### src/rtl/ahb2apb_pkg.sv
// ahb2apb_pkg: shared types and constants for the AHB-to-APB register island.
//   state_e     : bridge FSM states (IDLE -> SETUP -> ENABLE)
//   field consts: HADDR bit positions of the slave select and register index
//   slv_onehot  : slave number -> one-hot PSEL vector
package ahb2apb_pkg;

  localparam int DATA_W  = 32;
  localparam int NUM_SLV = 4;
  localparam int NUM_REG = 4;

  localparam int SLV_MSB = 9;
  localparam int SLV_LSB = 8;
  localparam int REG_MSB = 3;
  localparam int REG_LSB = 2;

  typedef enum logic [1:0] {
    IDLE   = 2'd0,
    SETUP  = 2'd1,
    ENABLE = 2'd2
  } state_e;

  function automatic logic [NUM_SLV-1:0] slv_onehot(input logic [1:0] slv);
    logic [NUM_SLV-1:0] sel;
    sel      = '0;
    sel[slv] = 1'b1;
    return sel;
  endfunction

endpackage

### src/rtl/apb_slave.sv
// apb_slave: APB target holding a bank of four 32-bit registers.
//   PCLK, PRESETn : clock, asynchronous active-low clear of the bank
//   PSEL, PENABLE, PWRITE, PADDR[1:0], PWDATA : APB request
//   PRDATA        : combinational read of the addressed register
module apb_slave
  import ahb2apb_pkg::*;
(
  input  logic              PCLK,
  input  logic              PRESETn,
  input  logic              PSEL,
  input  logic              PENABLE,
  input  logic              PWRITE,
  input  logic [1:0]        PADDR,
  input  logic [DATA_W-1:0] PWDATA,
  output logic [DATA_W-1:0] PRDATA
);

  logic [DATA_W-1:0] regs_q [NUM_REG];

  // Registers commit only in the access phase of a selected write.
  genvar gi;
  generate
    for (gi = 0; gi < NUM_REG; gi++) begin : g_reg
      always_ff @(posedge PCLK or negedge PRESETn) begin
        if (!PRESETn) begin
          regs_q[gi] <= '0;
        end else if (PSEL && PENABLE && PWRITE && (PADDR == 2'(gi))) begin
          regs_q[gi] <= PWDATA;
        end
      end
    end
  endgenerate

  assign PRDATA = regs_q[PADDR];

endmodule

### src/rtl/ahb2apb.sv
// ahb2apb: simplified AHB-to-APB bridge with four internal APB slaves.
//   HCLK    : clock (rising edge)
//   HRST    : asynchronous active-low reset
//   HADDR   : address, [9:8] slave, [3:2] register, other bits ignored
//   Control : 1 = write, 0 = read, sampled with HADDR
//   HWDATA  : write data, sampled one cycle after the address
//   HRDATA  : registered read data, updated only at the end of a read
// The FSM free-runs IDLE -> SETUP -> ENABLE; a stable request simply repeats.
module ahb2apb
  import ahb2apb_pkg::*;
(
  input  logic              HCLK,
  input  logic              HRST,
  input  logic [31:0]       HADDR,
  input  logic              Control,
  input  logic [DATA_W-1:0] HWDATA,
  output logic [DATA_W-1:0] HRDATA
);

  state_e            state_q, state_d;
  logic [1:0]        slv_q, slv_d;
  logic [1:0]        reg_q, reg_d;
  logic              write_q, write_d;
  logic [DATA_W-1:0] pwdata_q, pwdata_d;
  logic [DATA_W-1:0] hrdata_q, hrdata_d;

  logic [3:0]         paddr;
  logic [NUM_SLV-1:0] psel;
  logic               penable;
  logic [DATA_W-1:0]  prdata;
  logic [DATA_W-1:0]  prdata_s [NUM_SLV];

  // Address bits outside the decoded fields alias by design.
  logic unused_haddr;
  assign unused_haddr = ^{HADDR[31:10], HADDR[7:4], HADDR[1:0]};

  always_ff @(posedge HCLK or negedge HRST) begin
    if (!HRST) begin
      state_q  <= IDLE;
      slv_q    <= '0;
      reg_q    <= '0;
      write_q  <= 1'b0;
      pwdata_q <= '0;
      hrdata_q <= '0;
    end else begin
      state_q  <= state_d;
      slv_q    <= slv_d;
      reg_q    <= reg_d;
      write_q  <= write_d;
      pwdata_q <= pwdata_d;
      hrdata_q <= hrdata_d;
    end
  end

  always_comb begin
    state_d  = state_q;
    slv_d    = slv_q;
    reg_d    = reg_q;
    write_d  = write_q;
    pwdata_d = pwdata_q;
    hrdata_d = hrdata_q;
    penable  = 1'b0;
    case (state_q)
      IDLE: begin
        slv_d   = HADDR[SLV_MSB:SLV_LSB];
        reg_d   = HADDR[REG_MSB:REG_LSB];
        write_d = Control;
        state_d = SETUP;
      end
      SETUP: begin
        // HWDATA arrives one cycle after its address, i.e. now.
        if (write_q) pwdata_d = HWDATA;
        state_d = ENABLE;
      end
      ENABLE: begin
        penable = 1'b1;
        if (!write_q) hrdata_d = prdata;
        state_d = IDLE;
      end
      default: state_d = IDLE;
    endcase
  end

  assign paddr  = {slv_q, reg_q};
  assign psel   = (state_q == IDLE) ? '0 : slv_onehot(paddr[3:2]);
  assign prdata = prdata_s[paddr[3:2]];
  assign HRDATA = hrdata_q;

  genvar gi;
  generate
    for (gi = 0; gi < NUM_SLV; gi++) begin : g_slv
      apb_slave u_slv (
        .PCLK    (HCLK),
        .PRESETn (HRST),
        .PSEL    (psel[gi]),
        .PENABLE (penable),
        .PWRITE  (write_q),
        .PADDR   (paddr[1:0]),
        .PWDATA  (pwdata_q),
        .PRDATA  (prdata_s[gi])
      );
    end
  endgenerate

endmodule

### config.mk
export PLATFORM = sky130hd
export DESIGN_NAME = ahb2apb
export DESIGN_NICKNAME = d
export VERILOG_FILES = /design/src/rtl/ahb2apb_pkg.sv /design/src/rtl/apb_slave.sv /design/src/rtl/ahb2apb.sv
export SDC_FILE = /design/constraint.sdc
export NUM_CORES = 1
export LEC_CHECK = 0
export CORE_UTILIZATION = 30
export CTS_CLUSTER_SIZE = 25
export DETAILED_ROUTE_END_ITERATION = 16
export GPL_TIMING_DRIVEN = 0
export PLACE_DENSITY = 0.41
export SLEW_MARGIN = 15
export SYNTH_ARGS = -nofsm -noshare
export SYNTH_HDL_FRONTEND = slang
export SYNTH_SLANG_ARGS = --single-unit
### constraint.sdc
create_clock -name HCLK -period 2.3 [get_ports HCLK]
set_input_delay 0.23 -clock HCLK [delete_from_list [all_inputs] [get_ports HCLK]]
set_output_delay 0.23 -clock HCLK [all_outputs]
set_load 0.02 [all_outputs]
==> results.toml, run 1 <==
[synthesis]
synth-simple-area-share_pct = 2.23
synth_edf_count = 0
muxShareOfSynthArea_pct = 34.3
ys_types = 28
synthArstFlopShare_pct = 100
synth_top_family_by_area = "multiplexers"
synthCells = 1782
ys_seq_area_share_pct = 56.7
yosys_most_used_dff = "dfrtp_1"
synth_adder_area_share_pct = 0
synth_xor_area_share_pct = 0
netlist_area_um2 = 25700
synth.avg_cell_area_um2 = 14.4
synth_compound_area_share_pct = 3.83
yosysWarnings = 0
synthesis.nets = 1849
ys_seq_elements = 583

[global_route]
grt_antenna_before_repair = 2
grt_use_total_pct = 19.7
grt_overflow_total = 0
grt_max_degree = 100
grt_pass1_wl_um = 122000
grt_pass1_vias = 16988

[sta]
hold_slack_ns = 0.186
hold_viol = 0
finalCriticalPeriod_ns = 2.34
rsz0062_at_grt = "yes"
setup-violations-final = 14
timing.final.ws_setup_ns = -0.0403
fmax_ghz = 0.427
slew_headroom_pct = 34.5
post-route-period-util_pct = 102
skew_ns = 0.0221
tightest_slew_ns = 0.982
finalMaxSlewViolations = 0

[routing]
postRouteAntennaNets = 0
avgRoutedWirePerCell_um = 27.0
drt_first_pass_iters = 5
viasPerCell = 5.08
vias = 15810
drc_errors = 0
drt_wl_total_um = 84000
drtIter0Drc = 1066

[worst_setup_path]
cp_max_fo = 10
critPathCapture = "g_slv[2].u_slv.regs_q[26]$_DFFE_PN0P_"
arrival_ns = 2.83
crit_type = "flop to flop"
setup.worst_path.start = "reg_q[0]$_DFFE_PN0P_"
critPathTopFamily = "buffers and inverters"
crit_cells = 6
worst_setup_path_end_kind = "flop"
slowest_stage = "dfrtp_1"
regToRegStartpoint = "reg_q[0]$_DFFE_PN0P_"
crit_buf_inv = 3
rrSetupSlack_ns = -0.04
worstPathRequired_ns = 2.79
reg2reg_to = "g_slv[2].u_slv.regs_q[26]$_DFFE_PN0P_"
critPathMaxStageDelay_ns = 0.42
cpMostUsedCell = "buf_4"
reg2regPathDepth = 6
cp_cell_sequence = "buf_4 -> buf_4 -> nand2_1 -> nor2_2 -> clkbuf_4 -> mux2_2"
start_kind = "flop"

[floorplanning]
die_w_um = 295
coreArea_um2 = 84200
die_h_um = 295
io_pins = 99
initial_utilization_pct = 30.5
dieArea_um2 = 86900
fp-row-count = 106

[clock_network]
cts_made_buffers = 70
cts_setup_buffers = 0
cts_max_level = 3
cts_tree = "done"
clock-sinks = 583
clkTransAtPathRegs_ns = 0.05
cts_root_buf = "clkbuf_16"
clk_latency_ns = 0.62
clock_path_buffers = 3

[placed_design]
port_buffers = 70
place.gp.congestion = 0.752
dp_hpwl_um = 53100

[layout]
n_fill_cell = 8122
syn2layout_area_growth_pct = 18.5
final_cell_mix = "583 x dfrtp_1, 541 x mux2_2, 191 x mux2i_1, 71 x clkbuf_16, 69 x clkdlybuf4s50_1"
layout_commonest_cell = "dfrtp_1"
regArea_um2 = 14600
antennaDiodeCount = 0
layout-drive-gt1-share_pct = 41.1
multi_input_comb_area_um2 = 10400
fin_nets = 1997

[outcome]
status = "finished with violations"
violations = "negative setup slack"

[power_and_ir_drop]
power.density_nw_per_um2 = 878
peakVddDrop_uv = 462
p_leak_nw = 13.8
totalPowerFinal_mw = 26.8

[flow_run]
max-cap-violations = 0

[worst_hold_path]
holdCritPathClass = "input pin to asynchronous set/reset pin"
==> sequential cells by signal (all words and copies together), names as in the netlist <==
name	cells
g_slv.u_slv.regs_q	512
HRDATA	32
pwdata_q	32
reg_q	2
slv_q	2
state_q	2
write_q	1
==> layout make-up <==
class                      instances  share of cell area, %
sequential                       583                   47.9
multi-input combinational       1047                   34.2
clock buffer                     105                   6.75
tap                             1134                   4.66
buffer                           151                   2.98
timing repair buffer              77                   2.89
clock inverter                    18                  0.608
==> how the worst min path moves through the flow <==
stage / end / cells past startpoint / slack, ns
2_1_floorplan: HRDATA[0]$_DFFE_PN0P_ / 0 / -0.07
3_3_place_gp: state_q[1]$_DFF_PN0_ / 1 / 0.46
3_5_place_dp: pwdata_q[8]$_DFFE_PN0P_ / 1 / 0.26
4_1_cts: pwdata_q[30]$_DFFE_PN0P_ / 2 / 0.19
5_1_grt: pwdata_q[27]$_DFFE_PN0P_ / 2 / 0.20
6_report: pwdata_q[8]$_DFFE_PN0P_ / 2 / 0.19
==> cell families (layout without fill, tap and decap cells) <==
logic type	count (synthesis)	count (layout)
AOI/OAI and AO/OA	149	149
buffers and inverters	152	351
DFF	583	583
muxes	773	773
and+or+nand+nor	125	125
==> Yosys cell counts (13+ instances only) <==
| master | n | area share (%) |
|---|---|---|
| mux4_2 | 32 | 2.8 |
| o21ai_0 | 18 | 0.35 |
| dfrtp_1 | 583 | 57 |
| mux2_2 | 541 | 24 |
| clkbuf_1 | 63 | 0.92 |
| a31oi_1 | 32 | 0.78 |
| mux2i_1 | 192 | 7.5 |
| nand2_1 | 16 | 0.23 |
| a221oi_1 | 21 | 0.72 |
| buf_2 | 59 | 1.1 |
| buf_4 | 25 | 0.73 |
| o22ai_1 | 64 | 1.6 |
| nor2_1 | 75 | 1.1 |
| nand3_1 | 13 | 0.25 |
==> routing by layer <==
layer / track usage (%) / routed length (µm) / share of wire, %
met1: 28.0 / 39100 / 47
met2: 30.4 / 38200 / 45
met3: 4.19 / 5000 / 6.0
met4: 4.95 / 1760 / 2.1
met5: 0 / 0 / 0
==> worst register-to-register path, cell delays in order, from the launching register on <==
cell and delay (ns):
dfrtp_1 0.42, buf_4 0.23, buf_4 0.26, nand2_1 0.17
nor2_2 0.38, clkbuf_4 0.39, mux2_2 0.37
==> stage by stage <==
step	cells	worst slack [ns]	area, µm²	util, %	TNS [ns]
3_5_place_dp	2992	-0.537	28000	33.2	-27.07
2_1_floorplan	1782	0.584	25700	-	0
6_report	3115	-0.0403	30500	36.2	-0.294
4_1_cts	3116	-0.0271	30400	36.1	-0.241
3_3_place_gp	2986	-25.97	27800	33.0	-
5_1_grt	3115	-0.114	30500	36.2	-8.19
==> where the power goes <==
| group | total [mW] | leakage [nW] | internal, mW | switching, mW |
|---|---|---|---|---|
| registers | 12.5 | 7.55 | 11.7 | 0.833 |
| clock network | 10.8 | 1.10 | 6.32 | 4.52 |
| logic | 3.40 | 5.18 | 1.82 | 1.58 |
| total | 26.8 | 13.8 | 19.8 | 6.94 |
==> repair_timing <==
item / 4_1_cts / 5_1_grt
endpoints found under the hold margin: 73 / 0
pin swaps: 0 / 0
resized for setup: 60 / 42
hold buffers: 1 / 0
setup endpoints to repair: 250 / 316
(Power assumes the default switching activity.)
==> inputs of run 2 (changes only) <==
CAP_MARGIN = 0   (was unset)
GPL_ROUTABILITY_DRIVEN = 1   (was unset)
==> results of run 2 <==
Same layout as run 1: the final DEF is identical, and so are final timing and power.
==> RTL change 1: new RTL, flow settings as in run 2 <==
Make the reset (`HRST` and `PRESETn`) synchronous in 2 clocked blocks. Comments in the files are not updated.
--- a/src/rtl/apb_slave.sv
+++ b/src/rtl/apb_slave.sv
@@ -21,7 +21,7 @@
   genvar gi;
   generate
     for (gi = 0; gi < NUM_REG; gi++) begin : g_reg
-      always_ff @(posedge PCLK or negedge PRESETn) begin
+      always_ff @(posedge PCLK) begin
         if (!PRESETn) begin
           regs_q[gi] <= '0;
         end else if (PSEL && PENABLE && PWRITE && (PADDR == 2'(gi))) begin
--- a/src/rtl/ahb2apb.sv
+++ b/src/rtl/ahb2apb.sv
@@ -34,7 +34,7 @@
   logic unused_haddr;
   assign unused_haddr = ^{HADDR[31:10], HADDR[7:4], HADDR[1:0]};
 
-  always_ff @(posedge HCLK or negedge HRST) begin
+  always_ff @(posedge HCLK) begin
     if (!HRST) begin
       state_q  <= IDLE;
       slv_q    <= '0;
Function: no difference found for any inputs over 4 cycles, from zero or initial values and one cycle with HRST low; that may be too few to reach the edited logic, so the function may still have changed.
==> RTL change 1 against run 2 <==
The run still ends with negative setup slack left; synthesized area shrank 0.17%; fmax is 1.6% lower; sequential power fell by 4%; clock skew shrank 0.0027 ns; routed wire length up 14%; count of clock-buffer cells in the layout shrank 1; final area grew 4.3%; power down 5.0%; sequential cell count increased by 2; worst setup slack got worse by 0.038 ns; critical endpoint is now g_slv[2].u_slv.regs_q[0][8]$_SDFFCE_PN0P_; first-iteration DRC count is 61% higher; highest routed layer unchanged.
==> RTL change 1: results (changes against run 2) <==
| Metric | Value |
|---|---|
| Outcome | `finished, violations left` |
| Violated checks | `negative setup slack` |
| Total number of nets in the final design | `2027 (+1.5%)` |
| Count of H-tree levels built during CTS | `3 (unchanged)` |
| Cell Int Power | `19500 uW (-1.7%)` |
| Worst reg2reg path depth | `5 (-1)` |
| GP Congestion | `0.814 (+8.2%)` |
| Crit Path Max Fanout | `10 (unchanged)` |
| Mapped Nets | `1812 (-2.0%)` |
| Detailed-route via count | `15713 (-0.61%)` |
| TritonCTS buffer count | `70 (unchanged)` |
| Sequential share of the synthesized area | `0.656 (+0.0885)` |
| Layout cell share with drive strength beyond 1 | `0.204 (-0.207)` |
| Iter 0 DRT Violations | `1716 (+61%)` |
| Clock net power | `11200 uW (+4%)` |
| Yosys cell types | `32 (+14%)` |
| Layout filler cell count | `7951 (-2.1%)` |
| Class of the worst hold path | `in -> reg` |
| Share of synthesized area spent on multiplexers | `0.122 (-0.222)` |
| Reg-to-reg endpoint | `g_slv[2].u_slv.regs_q[0][8]$_SDFFCE_PN0P_` |
| I/O Buffers | `69 (-1.4%)` |
| Worst setup margin | `-0.0788 ns (-0.0385 ns)` |
| Cells taking the most area after synthesis | `edfxtp_1 (60%), and2_1 (13%), mux4_2 (8.4%)` |
| Detailed Routing Iterations Pass 1 | `5 (unchanged)` |
| Number of warnings printed during yosys synthesis | `0 (unchanged)` |
| Setup total negative slack | `-2.18 ns (-1.88 ns)` |
| Placed wire-length estimate | `63300 microns (+19%)` |
| First-pass GRT wire length | `131000 microns (+7.2%)` |
| Largest Register | `g_slv.u_slv.regs_q` |
| GRT Util Overall | `0.223 (+0.0259)` |
| Final setup violation count | `79 (+65)` |
| Data arrival time of the critical path | `2.84 ns (about the same)` |
| Post-synthesis share of cell area spent on xor and xnor gates | `0 (unchanged)` |
| Worst R2R Start | `write_q$_SDFFE_PN0P_` |
| Maximum number of pins on one net before global-route repair | `15 (-85%)` |
| Post-route clock skew | `0.0194 ns (-0.00275 ns)` |
| Routed wire length | `95600 microns (+14%)` |
| Adder-Cell Fraction of Synth Area | `0 (unchanged)` |
| Sequential cell fraction of total power | `0.472 (+0.005)` |
| Global route overflow | `0 (unchanged)` |
| Predominant post-synthesis flop cell | `edfxtp_1` |
| Hold Worst Slack | `0.179 ns (-0.00735 ns)` |
| Largest register FFs | `512 (unchanged)` |
| Commonest cells in the synthesized netlist | `and2_1 (513), edfxtp_1 (512), mux2i_1 (96), mux4_2 (96), nand2_1 (86)` |
| Leakage power summed over all cells | `0.0112 uW (-19%)` |
| Hold EP | `pwdata_q[0]$_SDFFE_PN0P_` |
| Number of enable-type register cells in the synthesized netlist | `512 (+512)` |
| Slew of the pin with the lowest slew margin | `1.13 ns (+0.150 ns)` |
| Pre-CTS WS | `-0.910 ns (-0.373 ns)` |
| Initial antenna violation count | `10 (+8)` |
| Max VDD drop | `0.000495 V (+7.3%)` |
| Area fraction in compound gates after synthesis | `0.0404 (+0.00201)` |
| Cell count of the worst hold path | `3` |
| Proportion of register bits with asynchronous set or reset after synthesis | `0 (-1.00)` |
RTL change 1: cell types whose count changed after synthesis, moves of 70 or more:
cell      delta
dfxtp_1     +73
mux2_2     -541
and2_1     +512
mux2i_1     -96
edfxtp_1   +512
dfrtp_1    -583
nand2_1     +70
RTL change 1: repair_timing:
| action | CTS | global route |
|---|---|---|
| endpoints found under the setup margin | 964 | 299 |
| gates resized for setup | 61 | 26 |
| pin swaps | 13 | 3 |
| buffers inserted | 31 | 7 |
RTL change 1: stage by stage:
| step | cells | power, uW | instance area, sq um |
|---|---|---|---|
| 6_report | 3150 | 25400 | 31800 |
| 5_1_grt | 3147 | 26100 | 31800 |
| 4_1_cts | 3140 | 25600 | 31600 |
| 3_5_place_dp | 2984 | 14400 | 28900 |
| 3_3_place_gp | 2948 | 14200 | 27800 |
| 2_1_floorplan | 1745 | 13200 | 25700 |
RTL change 1: critical path, cell delays in order (launching register included):
cell and delay, ns:
dfxtp_1 0.43, nor2b_1 0.27, nand3_2 0.38, nor2_2 0.48, buf_2 0.47, and2_1 0.20
RTL change 1: per-layer routing:
layer  vias to the layer above  global-route usage  wire (microns)
li1                       6816                   -               -
met1                      8172               0.302           41300
met2                       584               0.368           45700
met3                       141              0.0360            6030
met4                         0              0.0661            2550
met5                         -                   0               0
RTL change 1: cell type report:
type / instances / share of cell area
Antenna cell: 3 / 0.000236
Tap cell: 1134 / 0.0447
Multi-Input combinational cell: 1011 / 0.263
Buffer: 147 / 0.0258
Clock buffer: 104 / 0.0646
Sequential cell: 585 / 0.530
Timing Repair Buffer: 143 / 0.0643
Inverter: 2 / 0.000236
Clock inverter: 21 / 0.00736
==> RTL change 2: new RTL, config.mk and constraints of run 2 <==
Made on the original files. The package constant `NUM_REG` goes from 4 to 8.
--- a/src/rtl/ahb2apb_pkg.sv
+++ b/src/rtl/ahb2apb_pkg.sv
@@ -6,7 +6,7 @@
 
   localparam int DATA_W  = 32;
   localparam int NUM_SLV = 4;
-  localparam int NUM_REG = 4;
+  localparam int NUM_REG = 8;
 
   localparam int SLV_MSB = 9;
   localparam int SLV_LSB = 8;
Behaviour: same outputs for any inputs over 4 cycles, from zero or initial values and one cycle with HRST low; that may be too few to reach the edited logic, so the function may still have changed.
==> RTL change 2 against run 2 <==
Worst setup slack got worse by 0.0065 ns; power about the same; the flow still finishes with violations (negative setup slack); via count decreased by 0.46%; cell count increased by 0.13%; clock power about the same; sequential cell count unchanged; routed wire length increased by 4.6%; synthesized area about the same; final area increased by 0.40%.
==> RTL change 2: results (changes against run 2) <==
| Metric | Value |
|---|---|
| Sequential share of the synthesized area | `0.567 (about the same)` |
| Proportion of register bits with asynchronous set or reset after synthesis | `1.00 (unchanged)` |
| Worst setup margin | `-0.0469 ns (-0.00653 ns)` |
| Initial antenna violation count | `0 (-2)` |
| Largest Register | `g_slv.u_slv.regs_q` |
| Max VDD drop | `0.000499 V (+8.0%)` |
| Detailed Routing Iterations Pass 1 | `5 (unchanged)` |
| Post-route clock skew | `0.0215 ns (-0.000673 ns)` |
| Routed wire length | `87800 microns (+4.6%)` |
| Vias in the first global route | `16797 (-1.1%)` |
| Worst-Skew Late Latency | `0.60 ns (-0.02 ns)` |
| Final setup violation count | `74 (+60)` |
| Outcome | `finished, violations left` |
| Detailed-route via count | `15738 (-0.46%)` |
| Cells taking the most area after synthesis | `dfrtp_1 (57%), mux2_2 (24%), mux2i_1 (7.5%)` |
| TritonCTS buffer count | `69 (-1.4%)` |
| Mapped Nets | `1849 (unchanged)` |
| Worst-path clk slew | `0.06 ns` |
| Cell Int Power | `20000 uW (+0.98%)` |
| Post-place instance area | `28000 sq um (about the same)` |
| Violated checks | `negative setup slack` |
| Cell chosen for the clock root | `clkbuf_16` |
| Number of antenna repair diodes | `0 (unchanged)` |
| GP Congestion | `0.750 (-0.31%)` |
| Pre-CTS WS | `-0.583 ns (-0.0456 ns)` |
| Iter 0 DRT Violations | `938 (-12%)` |
| Data arrival time of the critical path | `2.83 ns (about the same)` |
| Class of the worst hold path | `in -> async` |
| Layout cell share with drive strength beyond 1 | `0.411 (about the same)` |
| Commonest cells in the synthesized netlist | `dfrtp_1 (583), mux2_2 (541), mux2i_1 (192)` |
| GRT Util Overall | `0.205 (+0.00789)` |
| Worst path top cell family by delay | `buffers and inverters` |
| Setup total negative slack | `-1.37 ns (-1.07 ns)` |
| Maximum number of pins on one net before global-route repair | `101 (+1.0%)` |
| Total number of nets in the final design | `2004 (+0.35%)` |
| Post-DRT Antenna Nets | `0 (unchanged)` |
| Crit-path max cell delay | `0.45 ns (+0.03 ns)` |
| Max-Slew Margin vs Limit | `0.267 (-0.0781)` |
| Count of H-tree levels built during CTS | `3 (unchanged)` |
| Maximum number of buffers from clock root to sink | `3 (unchanged)` |
| Crit Path Max Fanout | `10 (unchanged)` |
| Leakage power summed over all cells | `0.0139 uW (+0.39%)` |
| Placed wire-length estimate | `53600 microns (+1.1%)` |
| First-pass GRT wire length | `126000 microns (+2.8%)` |
-- RTL change 2: cell type report --
type | instances | area (sq um)
Fill cell | 8127 | 53600
Sequential cell | 583 | 14600
Multi-Input combinational cell | 1047 | 10400
Clock buffer | 107 | 2070
Tap cell | 1134 | 1420
Timing Repair Buffer | 85 | 978
Buffer | 151 | 952
Clock inverter | 12 | 135
-- RTL change 2: power by group through the flow --
stage / Sequential [uW] / Combinational (uW) / Clock [uW]
after floorplan: 12500 / 2210 / 0
after global placement: 12700 / 3290 / 0
after detailed placement: 12700 / 3430 / 0
after CTS: 12500 / 3450 / 11200
after global routing: 12700 / 3730 / 11600
final: 12500 / 3420 / 10800
-- RTL change 2: path summary, 6_finish.rpt --
| kind | from | end | cells past startpoint |
|---|---|---|---|
| setup reg to reg | reg_q[0]$_DFFE_PN0P_ | g_slv[1].u_slv.regs_q[156]$_DFFE_PN0P_ | 6 |
| max in group asynchronous | HRST | g_slv[3].u_slv.regs_q[183]$_DFFE_PN0P_ | 6 |
| hold reg to reg | g_slv[1].u_slv.regs_q[99]$_DFFE_PN0P_ | g_slv[1].u_slv.regs_q[99]$_DFFE_PN0P_ | 1 |
| hold / removal | HRST | pwdata_q[7]$_DFFE_PN0P_ | 3 |
| min in group HCLK | HWDATA[21] | pwdata_q[21]$_DFFE_PN0P_ | 2 |
| setup / recovery | reg_q[0]$_DFFE_PN0P_ | g_slv[1].u_slv.regs_q[156]$_DFFE_PN0P_ | 6 |
-- RTL change 2: stage by stage --
stage	power (uW)	cells	hold WS [ns]
after global routing	28000	3119	0.213
after detailed placement	16100	2992	0.197
after global placement	16000	2986	0.462
final	26800	3119	0.237
after CTS	27100	3113	0.198
after floorplan	14700	1782	-0.0656
-- RTL change 2: worst reg2reg max path, cell delays in order, from the launching register on --
cell	delay (ns)
dfrtp_1	0.45
buf_4	0.25
buf_4	0.26
nand2_1	0.16
nor2_2	0.36
buf_4	0.35
mux2_2	0.40
-- RTL change 2: kinds of logic after synthesis --
| group | synth area share |
|---|---|
| and+or+nand+nor | 0.0223 |
| AOI/OAI and AO/OA | 0.0384 |
| buffers and inverters | 0.0286 |
| muxes | 0.343 |
| DFF | 0.567 |
-- RTL change 2: repair_timing --
| item | in CTS | in global routing |
|---|---|---|
| gates cloned | 0 | 1 |
| pin swaps | 0 | 2 |
| resized for setup | 61 | 60 |
| hold buffers | 2 | 0 |
| setup endpoints to repair | 402 | 402 |
| hold endpoints to repair | 57 | 0 |
| buffers inserted | 0 | 6 |
-- RTL change 2: per-layer routing --
metal | vias to the layer above | routed length (microns) | track usage
met1 | 8511 | 41300 | 0.290
met2 | 295 | 41400 | 0.327
met3 | 109 | 3020 | 0.0293
li1 | 6823 | - | -
met5 | - | 0 | 0
met4 | 0 | 2050 | 0.0542
